--- config.mk ---
export PLATFORM = sky130hd
export DESIGN_NAME = ex_muldiv
export DESIGN_NICKNAME = d
export VERILOG_FILES = /design/src/rtl/ex_muldiv_pkg.sv /design/src/rtl/ex_muldiv_div_iter.sv /design/src/rtl/ex_muldiv.sv
export SDC_FILE = /design/constraint.sdc
export NUM_CORES = 2
export LEC_CHECK = 0
export ABC_AREA = 1
export CORE_MARGIN = 3
export CORE_UTILIZATION = 44
export CTS_BUF_LIST = sky130_fd_sc_hd__clkbuf_16
export DETAILED_ROUTE_END_ITERATION = 12
export PLACE_DENSITY = 0.64
export REMOVE_ABC_BUFFERS = 1
export SYNTH_ARGS = -nofsm -noshare
export SYNTH_HDL_FRONTEND = slang
export SYNTH_HIERARCHICAL = 1
export SYNTH_SLANG_ARGS = --single-unit
--- constraint.sdc ---
create_clock -name clk -period 3.75 [get_ports clk]
set_clock_uncertainty 0.05 [all_clocks]
set_input_delay 0.375 -clock clk [delete_from_list [all_inputs] [get_ports clk]]
set_output_delay 0.375 -clock clk [all_outputs]
set_load 0.005 [all_outputs]
--- src/rtl/ex_muldiv_pkg.sv ---
// Shared definitions for the execute-stage multiply/divide unit.
//   muldiv_op_t : M-extension operation encoding carried on the op port
//   is_muldiv   : true for any encoding that names an M-extension op
//   MULDIV_LAT  : accept-to-result latency of an iterating (non-special) op
package ex_muldiv_pkg;

    localparam int MD_WIDTH   = 64;
    localparam int MULDIV_LAT = MD_WIDTH + 1;

    typedef logic [MD_WIDTH-1:0] word_t;

    typedef enum logic [3:0] {
        MUL   = 4'd0,
        MULW  = 4'd1,
        DIV   = 4'd2,
        DIVU  = 4'd3,
        REM   = 4'd4,
        REMU  = 4'd5,
        DIVW  = 4'd6,
        DIVUW = 4'd7,
        REMW  = 4'd8,
        REMUW = 4'd9
    } muldiv_op_t;

    function automatic logic is_muldiv(input logic [3:0] code);
        return code <= 4'd9;
    endfunction

    function automatic logic is_mul_op(input muldiv_op_t o);
        return (o == MUL) || (o == MULW);
    endfunction

    function automatic logic is_w_op(input muldiv_op_t o);
        return (o == MULW) || (o == DIVW) || (o == DIVUW) || (o == REMW) || (o == REMUW);
    endfunction

    function automatic logic is_signed_op(input muldiv_op_t o);
        return (o == MUL) || (o == MULW) || (o == DIV) || (o == REM) || (o == DIVW) || (o == REMW);
    endfunction

    function automatic logic is_rem_op(input muldiv_op_t o);
        return (o == REM) || (o == REMU) || (o == REMW) || (o == REMUW);
    endfunction

endpackage

--- src/rtl/ex_muldiv_div_iter.sv ---
// Restoring divider core, one quotient bit per step, unsigned operands.
//   clk, reset         : clock, async active-low reset
//   start              : load dividend/divisor and clear the partial remainder
//   step               : perform one restoring iteration
//   dividend, divisor  : unsigned operands (sampled on start)
//   quotient, remainder: running results, final after WIDTH steps
//   done               : high during the step that produces the last bit
module div_iter
    import ex_muldiv_pkg::*;
#(
    parameter int WIDTH = MD_WIDTH,
    parameter int CNT_W = 7
) (
    input  logic             clk,
    input  logic             reset,
    input  logic             start,
    input  logic             step,
    input  logic [WIDTH-1:0] dividend,
    input  logic [WIDTH-1:0] divisor,
    output logic [WIDTH-1:0] quotient,
    output logic [WIDTH-1:0] remainder,
    output logic             done
);

    logic [WIDTH-1:0] quo_q;
    logic [WIDTH-1:0] rem_q;
    logic [WIDTH-1:0] dvs_q;
    logic [CNT_W-1:0] cnt_q;
    logic [WIDTH:0]   trial;
    logic [WIDTH-1:0] diff;
    logic             fits;

    // Partial remainder shifted left with the next dividend bit; it can be
    // one bit wider than the divisor, hence the WIDTH+1 compare. When it fits,
    // the true difference is below the divisor so WIDTH bits suffice.
    always_comb begin
        trial = {rem_q, quo_q[WIDTH-1]};
        fits  = trial >= {1'b0, dvs_q};
        diff  = trial[WIDTH-1:0] - dvs_q;
    end

    always_ff @(posedge clk or negedge reset) begin
        if (!reset) begin
            quo_q <= '0;
            rem_q <= '0;
            dvs_q <= '0;
            cnt_q <= '0;
        end else if (start) begin
            quo_q <= dividend;
            rem_q <= '0;
            dvs_q <= divisor;
            cnt_q <= '0;
        end else if (step) begin
            rem_q <= fits ? diff : trial[WIDTH-1:0];
            quo_q <= {quo_q[WIDTH-2:0], fits};
            cnt_q <= cnt_q + CNT_W'(1);
        end
    end

    assign quotient  = quo_q;
    assign remainder = rem_q;
    assign done      = step && (cnt_q == CNT_W'(WIDTH - 1));

endmodule

--- src/rtl/ex_muldiv.sv ---
// Iterative RV64M multiply/divide unit for the execute stage.
//   clk, reset           : clock, async active-low reset
//   in_valid/in_ready    : operand handshake (ready only when idle)
//   op, srca, srcb       : M-extension op and forwarded rs1/rs2
//   flush                : abandon any in-flight op
//   out_valid/out_ready  : result handshake, result held until accepted
//   result               : final 64-bit result (zero when not valid)
//   busy                 : stall request to the hazard unit
//
// state | meaning
// IDLE  | waiting for an op, in_ready high
// BUSY  | iterating, one multiply/divide step per cycle
// DONE  | result presented, waiting for out_ready
module ex_muldiv
    import ex_muldiv_pkg::*;
#(
    parameter int WIDTH = MD_WIDTH,
    parameter int CNT_W = 7
) (
    input  logic             clk,
    input  logic             reset,
    input  logic             in_valid,
    output logic             in_ready,
    input  logic [3:0]       op,
    input  logic [WIDTH-1:0] srca,
    input  logic [WIDTH-1:0] srcb,
    input  logic             flush,
    output logic             out_valid,
    input  logic             out_ready,
    output logic [WIDTH-1:0] result,
    output logic             busy
);

    localparam logic [1:0] IDLE = 2'd0;
    localparam logic [1:0] BUSY = 2'd1;
    localparam logic [1:0] DONE = 2'd2;

    localparam logic [WIDTH-1:0] MIN_D = {1'b1, {(WIDTH-1){1'b0}}};
    localparam logic [WIDTH-1:0] MIN_W = {{(WIDTH-31){1'b1}}, 31'b0};

    function automatic logic [WIDTH-1:0] sext32(input logic [31:0] x);
        return {{(WIDTH-32){x[31]}}, x};
    endfunction

    logic [1:0]       state;
    logic [CNT_W-1:0] counter;
    muldiv_op_t       op_q;
    logic             special_q, q_neg_q, r_neg_q;
    logic [WIDTH-1:0] spec_res_q, acc_q, mcand_q, mplier_q;

    muldiv_op_t       op_in;
    logic             in_w, in_sgn, in_div, a_neg, b_neg;
    logic             div_by_zero, div_ovf, in_special, accept;
    logic [WIDTH-1:0] a_ext, b_ext, a_abs, b_abs, spec_raw, spec_res;

    logic             div_start, div_step, div_done, last_step;
    logic [WIDTH-1:0] div_quo, div_rem, q_fix, r_fix, raw, fin;

    assign op_in = muldiv_op_t'(op);

    // Operand preparation and detection of the divide cases that need no iteration.
    always_comb begin
        in_w   = is_w_op(op_in);
        in_sgn = is_signed_op(op_in);
        in_div = !is_mul_op(op_in);
        if (in_w) begin
            a_ext = in_sgn ? sext32(srca[31:0]) : {{(WIDTH-32){1'b0}}, srca[31:0]};
            b_ext = in_sgn ? sext32(srcb[31:0]) : {{(WIDTH-32){1'b0}}, srcb[31:0]};
        end else begin
            a_ext = srca;
            b_ext = srcb;
        end
        a_neg       = in_div && in_sgn && a_ext[WIDTH-1];
        b_neg       = in_div && in_sgn && b_ext[WIDTH-1];
        a_abs       = a_neg ? -a_ext : a_ext;
        b_abs       = b_neg ? -b_ext : b_ext;
        div_by_zero = in_div && (b_ext == '0);
        div_ovf     = in_div && in_sgn && (b_ext == '1) && (a_ext == (in_w ? MIN_W : MIN_D));
        in_special  = div_by_zero || div_ovf;
        if (div_by_zero)
            spec_raw = is_rem_op(op_in) ? a_ext : '1;
        else
            spec_raw = is_rem_op(op_in) ? '0 : a_ext;
        spec_res = in_w ? sext32(spec_raw[31:0]) : spec_raw;
    end

    // Encodings outside the M set are never taken from the producer.
    assign accept    = in_valid && (state == IDLE) && is_muldiv(op) && !flush;
    assign div_start = accept && in_div && !in_special;
    assign div_step  = (state == BUSY) && !flush && !is_mul_op(op_q);
    assign last_step = is_mul_op(op_q) ? (counter == CNT_W'(WIDTH - 1)) : div_done;

    div_iter #(
        .WIDTH (WIDTH),
        .CNT_W (CNT_W)
    ) u_div_iter (
        .clk       (clk),
        .reset     (reset),
        .start     (div_start),
        .step      (div_step),
        .dividend  (a_abs),
        .divisor   (b_abs),
        .quotient  (div_quo),
        .remainder (div_rem),
        .done      (div_done)
    );

    always_ff @(posedge clk or negedge reset) begin
        if (!reset) begin
            state      <= IDLE;
            counter    <= '0;
            op_q       <= MUL;
            special_q  <= 1'b0;
            q_neg_q    <= 1'b0;
            r_neg_q    <= 1'b0;
            spec_res_q <= '0;
            acc_q      <= '0;
            mcand_q    <= '0;
            mplier_q   <= '0;
        end else if (flush) begin
            state   <= IDLE;
            counter <= '0;
        end else begin
            case (state)
                IDLE: begin
                    if (accept) begin
                        op_q       <= op_in;
                        special_q  <= in_special;
                        spec_res_q <= spec_res;
                        q_neg_q    <= a_neg ^ b_neg;
                        r_neg_q    <= a_neg;
                        acc_q      <= '0;
                        mcand_q    <= a_ext;
                        mplier_q   <= b_ext;
                        counter    <= '0;
                        state      <= in_special ? DONE : BUSY;
                    end
                end
                BUSY: begin
                    // Low half of the product is sign-agnostic, so plain shift-add suffices.
                    if (is_mul_op(op_q)) begin
                        if (mplier_q[0])
                            acc_q <= acc_q + mcand_q;
                        mcand_q  <= mcand_q << 1;
                        mplier_q <= mplier_q >> 1;
                    end
                    counter <= counter + CNT_W'(1);
                    if (last_step)
                        state <= DONE;
                end
                DONE: begin
                    if (out_ready) begin
                        state   <= IDLE;
                        counter <= '0;
                    end
                end
                default: state <= IDLE;
            endcase
        end
    end

    // Sign fix-up and W-op narrowing are applied on the stored iteration state,
    // which stays frozen for as long as DONE is held.
    always_comb begin
        q_fix = q_neg_q ? -div_quo : div_quo;
        r_fix = r_neg_q ? -div_rem : div_rem;
        if (is_mul_op(op_q))
            raw = acc_q;
        else if (is_rem_op(op_q))
            raw = r_fix;
        else
            raw = q_fix;
        if (special_q)
            fin = spec_res_q;
        else
            fin = is_w_op(op_q) ? sext32(raw[31:0]) : raw;
        result = (state == DONE) ? fin : '0;
    end

    assign in_ready  = (state == IDLE);
    assign out_valid = (state == DONE);
    assign busy      = (state != IDLE);

endmodule

# Yosys cells after proc, flatten, opt, wreduce, memory -nomap -nowiden
# Index checks and enable logic that the tools add are counted.
# W data, S select, Z words.
# classes
n_addsub,8
multipliers,0
n_div,0
n_lt_le_gt_ge,2
eq_ne,27
shifts,0
n_mux,46
bitwise_logic,2
n_reduce_logical,52
# op_table
cell,count
$mux W64,29
$pmux W64 S2,3
$neg A64 Y64,4
$ge A65 B64 Y1,1
$add A64 B64 Y64,1
$eq A64 B64 Y1,1
$eq A64 B64 Y1 const B,1
$logic_not A64 Y1,1
$sub A64 B64 Y64,1
$mux W63,1
$mux W7,5
$eq A4 B3 Y1 const B,8
$logic_or A1 B1 Y1,21
$pmux W7 S3,1
$eq A4 B4 Y1 const B,4
$add A7 B1 Y7 const B,2
$eq A7 B6 Y1 const B,2
$logic_and A1 B1 Y1,14
$mux W2,5
$reduce_and A3 Y1,3
$eq A4 B1 Y1 const B,2
$logic_not A4 Y1,2
$pmux W2 S3,1
$reduce_bool A2 Y1,3
17 further kinds,21
# totals
regBits,471
latch_bits,0
mem_bits_rw,0
romBits,0
inputBits,137
output_inout_bits,67
mem_count,0

# Longest topological paths before layout
# logic_depth
depth_word,16
ltp_mapped,25
ltp_nobuf,20

# Hierarchy
# The synthesis kept the hierarchy.
# by_module_without_submodules
mod,instances,cells_each,area_per_inst_um2
ex_muldiv,1,4819,28117.0
div_iter,1,2343,14831.7

# Least setup slack after synthesis
# OpenSTA, ideal clock, no wires.
# synth_path
kind,input port to flip-flop
startpoint,input port op[1]
endpoint,"register u_div_iter.rem_q[19], in the netlist u_div_iter/remainder[19]"
setup_time_ps,77
arrival_ps,3065
required_time_ps,3623
setup_slack_ps,558
path_stages,21
n_path_buf,6
path_cell_list,nor2_2 > nand2_1 > nand2_1 > nand3_2 > buf_4 > buf_4 > nand2_1 > nand3_1 > nor2_1 > nand2_1 > nor2_1 > nand2_1 > nand3_1 > nor2_1 > clkbuf_1 > clkbuf_1 > nor2_1 > buf_2 > buf_1 > nand3_1 > o21ai_1
# synth_between
elab_chain_len,15
word_cells_on_any_way,39
classes_between,order compare (1); eq/ne (9); mux (6); reduce/logical (23)
# synth_lines
item,line,source
start: declaration,ex_muldiv.sv:24,"input logic [3:0] op,"
$eq A4 B1 Y1 or $logic_not A4 Y1 (tied branches),"ex_muldiv_pkg.sv:30, ex_muldiv_pkg.sv:34, ex_muldiv_pkg.sv:38",
$logic_or A1 B1 Y1,"ex_muldiv_pkg.sv:30, ex_muldiv_pkg.sv:38",
$logic_or A1 B1 Y1 (4 in a row),ex_muldiv_pkg.sv:38,return (o == MUL) || (o == MULW) || (o == DIV) || (o == REM) || (o == DIVW) || (o == REMW);
$mux W64,ex_muldiv.sv:68,"b_ext = in_sgn ? sext32(srcb[31:0]) : {{(WIDTH-32){1'b0}}, srcb[31:0]};"
$mux W64,ex_muldiv.sv:66,if (in_w) begin
$eq A64 B64 Y1,ex_muldiv.sv:78,div_ovf = in_div && in_sgn && (b_ext == '1) && (a_ext == (in_w ? MIN_W : MIN_D));
$logic_and A1 B1 Y1 (2 in a row),ex_muldiv.sv:78,
$logic_or A1 B1 Y1,ex_muldiv.sv:79,in_special = div_by_zero || div_ovf;
$logic_not A1 Y1,ex_muldiv.sv:89,assign div_start = accept && in_div && !in_special;
$logic_and A1 B1 Y1 *,ex_muldiv.sv:89,
net div_start,ex_muldiv.sv:56,"logic div_start, div_step, div_done, last_step;"
$mux W64 or $reduce_bool A2 Y1 (tied branches),-,
end signal: assignment,ex_muldiv_div_iter.sv:54,rem_q <= fits ? diff : trial[WIDTH-1:0];
end: declaration,ex_muldiv_div_iter.sv:26,logic [WIDTH-1:0] rem_q;
# The timed path passes the listed nets; every way through them passes the cells marked *.
# A chain may end at the register's enable or synchronous reset.

# Worst setup path after layout
# layout_path
startpoint,"register u_div_iter.rem_q[4], in the netlist u_div_iter/remainder[4]"
endpoint,output port result[43]
# layout_between
elab_chain_len,7
# layout_lines
item,line,source
$neg A64 Y64,ex_muldiv.sv:166,r_fix = r_neg_q ? -div_rem : div_rem;
$mux W64,ex_muldiv.sv:166,
$mux W64,ex_muldiv.sv:169,else if (is_rem_op(op_q))
$mux W64,ex_muldiv.sv:167,if (is_mul_op(op_q))
$mux W64,ex_muldiv.sv:176,fin = is_w_op(op_q) ? sext32(raw[31:0]) : raw;
$mux W64,ex_muldiv.sv:173,if (special_q)
$mux W64,ex_muldiv.sv:177,result = (state == DONE) ? fin : '0;
end: declaration,ex_muldiv.sv:30,"output logic [WIDTH-1:0] result,"
# No other way between the ends.

==> results.yml <==
outcome:
  status: "finished, violations left"
  violations: "setup timing"
worst_setup_path:
  cp.arrival_ps: 3440
  required_ps: 3320
  cp-end-kind: "primary output"
  worstSetupPathType: "reg -> out"
  start_kind: "flip-flop"
  worst-path-max-fanout: 5
cts:
  cts_buffers: 59
  cts_root_buffer: "clkbuf_16"
  clock_path_buffers: 3
  htreeDepth: 2
  cts_sinks: 471
  clk_latency_ps: 700
  clk_pin_slew_ps: 60
  cts_tree: "yes"
floorplan:
  chipWidth_um: 318
  fp.dieH_um: 318
  std_cell_rows: 113
  start_util_pct: 44.8
  ios: 204
  coreArea_um2: 95900
  die_area_um2: 101000
finish:
  drive_gt1_share_pct: 11.7
  layout.nets: 7859
  final-instance-count-excl-fill: 8900
  fillers: 10000
  final_core_utilization_pct: 54.2
  syn2layout_area_growth_pct: 21.0
route:
  drc: 0
  wl_per_cell_um: 22.4
  ant_nets: 0
  firstDrtPassIters: 8
  wl_mm: 199
  viasPerCell: 5.57
  drtIter0Drc: 5286
  vias: 49600
synthesis:
  synth_area_leader_cell: "dfrtp_1"
  synth_area_um2: 42900
  synth_cells: 7162
  avgSynthCellArea_um2: 6.00
  ys_top_cells_by_area: "dfrtp_1 (27%), nand2_1 (20%), inv_1 (8.4%)"
  synth_edf_count: 0
  synth.distinct_cells: 63
  synth_top_area_share_pct: 27.4
  ys_seq_area_share_pct: 27.4
  ys_ff_latch: 471
  synthFlopType: "dfrtp_1"
  synth-warning-count: 6
  async_flop_share_pct: 100
pwr:
  power_density_nw_per_um2: 902
  power.leakage_nw: 26.7
  peakVddDrop_mv: 0.574
place:
  place_inst: 8730
  dp_hpwl_mm: 160
  place_congestion: 1.06
  port_buffers: 203
sta:
  hold_viol: 0
  min_period_over_period_pct: 103
  period_minus_slack_ps: 3860
  setup_viol: 28
  postLayoutSetupSlackWorst_ps: -111
  rsz0062_at_grt: "true"
  drv_slew: 0
  fmax_mhz: 259
  maxSlewHeadroom_pct: 30.7
  tightest_slew_ps: 1030
global_route:
  antenna_found_initial: 4
  grt_pass1_wl_mm: 293
  grt_max_degree: 128
  grt_pass1_vias: 47100
  grt_overflow: 0
  track_usage_pct: 37.8
job:
  cap_violations: 0
worst_hold_path:
  hp-class: "in -> async"
## path summary, 6_finish.rpt
check	slack, ps	cells after the start	end	from
worst min-delay path	240	2	mplier_q[11]	reset
worst max register to register	390	14	acc_q[42]	mcand_q[0]
max in group asynchronous	2330	3	acc_q[21]	reset
worst max-delay path	-110	18	result[43]	u_div_iter/remainder[4]
worst min register to register	430	2	spec_res_q[15]	spec_res_q[15]
min in group clk	300	3	op_q[0]	op[0]
## power by group
part | total [W] | internal, W | leakage [nW] | switching (W)
clock | 0.00593 | 0.00331 | 0.974 | 0.00262
sequential | 0.00919 | 0.00724 | 5.88 | 0.00195
combinational | 0.0318 | 0.0105 | 19.8 | 0.0212
total | 0.0469 | 0.0211 | 26.7 | 0.0258
## registers in the layout, indices dropped and copies added, names as in the netlist, 4 cells and up
| signal | cells |
|---|---|
| acc_q | 64 |
| counter | 7 |
| u_div_iter/cnt_q | 7 |
| u_div_iter/quotient | 64 |
| op_q | 4 |
| mplier_q | 64 |
| u_div_iter/dvs_q | 64 |
| u_div_iter/remainder | 64 |
| spec_res_q | 64 |
| mcand_q | 64 |
## final cells by class
class | count | area [um2] | share of cell area, %
Multi-Input combinational cell | 5435 | 27200 | 52.4
Sequential cell | 471 | 11800 | 22.7
Timing Repair Buffer | 625 | 5660 | 10.9
Inverter | 991 | 3730 | 7.19
Tap cell | 1265 | 1580 | 3.05
Clock buffer | 59 | 1480 | 2.84
Clock inverter | 52 | 479 | 0.922
Antenna cell | 2 | 5.00 | 0.00963
## critical path, stage by stage, from the launching register on
cell and delay, ps:
dfrtp_2 480, inv_2 120, nand3_1 110, nor2_1 160, buf_4 190, nand2_4 70
nor2_4 110, buf_6 110, nor2_2 30, nand2_1 60, nand3_2 100, o211ai_1 180
nand3_4 200, buf_6 170, buf_12 140, buf_4 140, nand2_2 60, a21oi_2 80
buf_2 180
## cell usage after synthesis (12+ instances only)
| cell type | number |
|---|---|
| nand2_1 | 2273 |
| inv_1 | 965 |
| nor2_1 | 780 |
| nand3_1 | 504 |
| dfrtp_1 | 471 |
| o21ai_0 | 464 |
| a21oi_1 | 421 |
| clkbuf_1 | 196 |
| ha_1 | 137 |
| a31oi_1 | 102 |
| xor2_1 | 99 |
| nor3_1 | 77 |
| nand4_1 | 73 |
| o21ai_1 | 67 |
| xnor2_1 | 66 |
| o221ai_1 | 62 |
| o211ai_1 | 59 |
| or2_2 | 50 |
| buf_2 | 34 |
| nand3b_1 | 29 |
| a21oi_2 | 22 |
| nand2_2 | 18 |
| nor2_2 | 18 |
| buf_1 | 15 |
| inv_2 | 15 |
| o21bai_1 | 12 |
| o31ai_1 | 12 |
## metrics by stage
stage                     TNS (ps)  worst slack [ps]  instance area (um2)  power [W]  hold slack, ps
after global routing         -4990              -209                52000     0.0500             288
after CTS                     -622              -127                51500     0.0452             271
after global placement      -17050              -187                48700     0.0373             407
final                        -1890              -111                52000     0.0469             238
after detailed placement    -28900              -240                48700     0.0375             410
after floorplan           -3171530            -11040                41800     0.0257            29.4
## timing repair
item / CTS / global route
hold buffers: 1 / 0
buffers inserted: 35 / 21
pin swaps: 49 / 41
endpoints found under the hold margin: 82 / 0
gates resized for setup: 287 / 137
endpoints found under the setup margin: 57 / 58
cloned: 2 / 1
## cells in the final DEF (no fill, tap or decap), drive strengths merged, types with 52 or more instances in the layout
master	n
or2	52
a31oi	102
o21ai	532
nor2	802
nand2	2296
ha	137
inv	997
xnor2	66
dfrtp	471
a21oi	443
buf	447
nand3	515
o221ai	62
o211ai	59
nor3	79
nand4	73
clkdlybuf4s50	152
xor2	99
clkbuf	68
## logic make-up after synthesis
| kind of cell | synth area share, % |
|---|---|
| AO/OA/AOI/OAI | 16.6 |
| flip-flops | 27.4 |
| adder cells (fa/ha/maj) | 4.08 |
| buffers and inverters | 11.4 |
| XOR/XNOR | 3.36 |
| AND/OR/NAND/NOR | 37.1 |
## per-layer routing
metal | global-route usage (%) | routed length, um | part of all wire (%) | up-vias
li1 | - | - | - | 23900
met1 | 46.2 | 78500 | 39 | 23200
met2 | 63.4 | 93300 | 47 | 2036
met3 | 5.37 | 13300 | 6.7 | 468
met4 | 22.4 | 14000 | 7.0 | 8
met5 | 0 | 57 | 0.029 | -
Note: power is estimated with default switching activity, not from simulation.
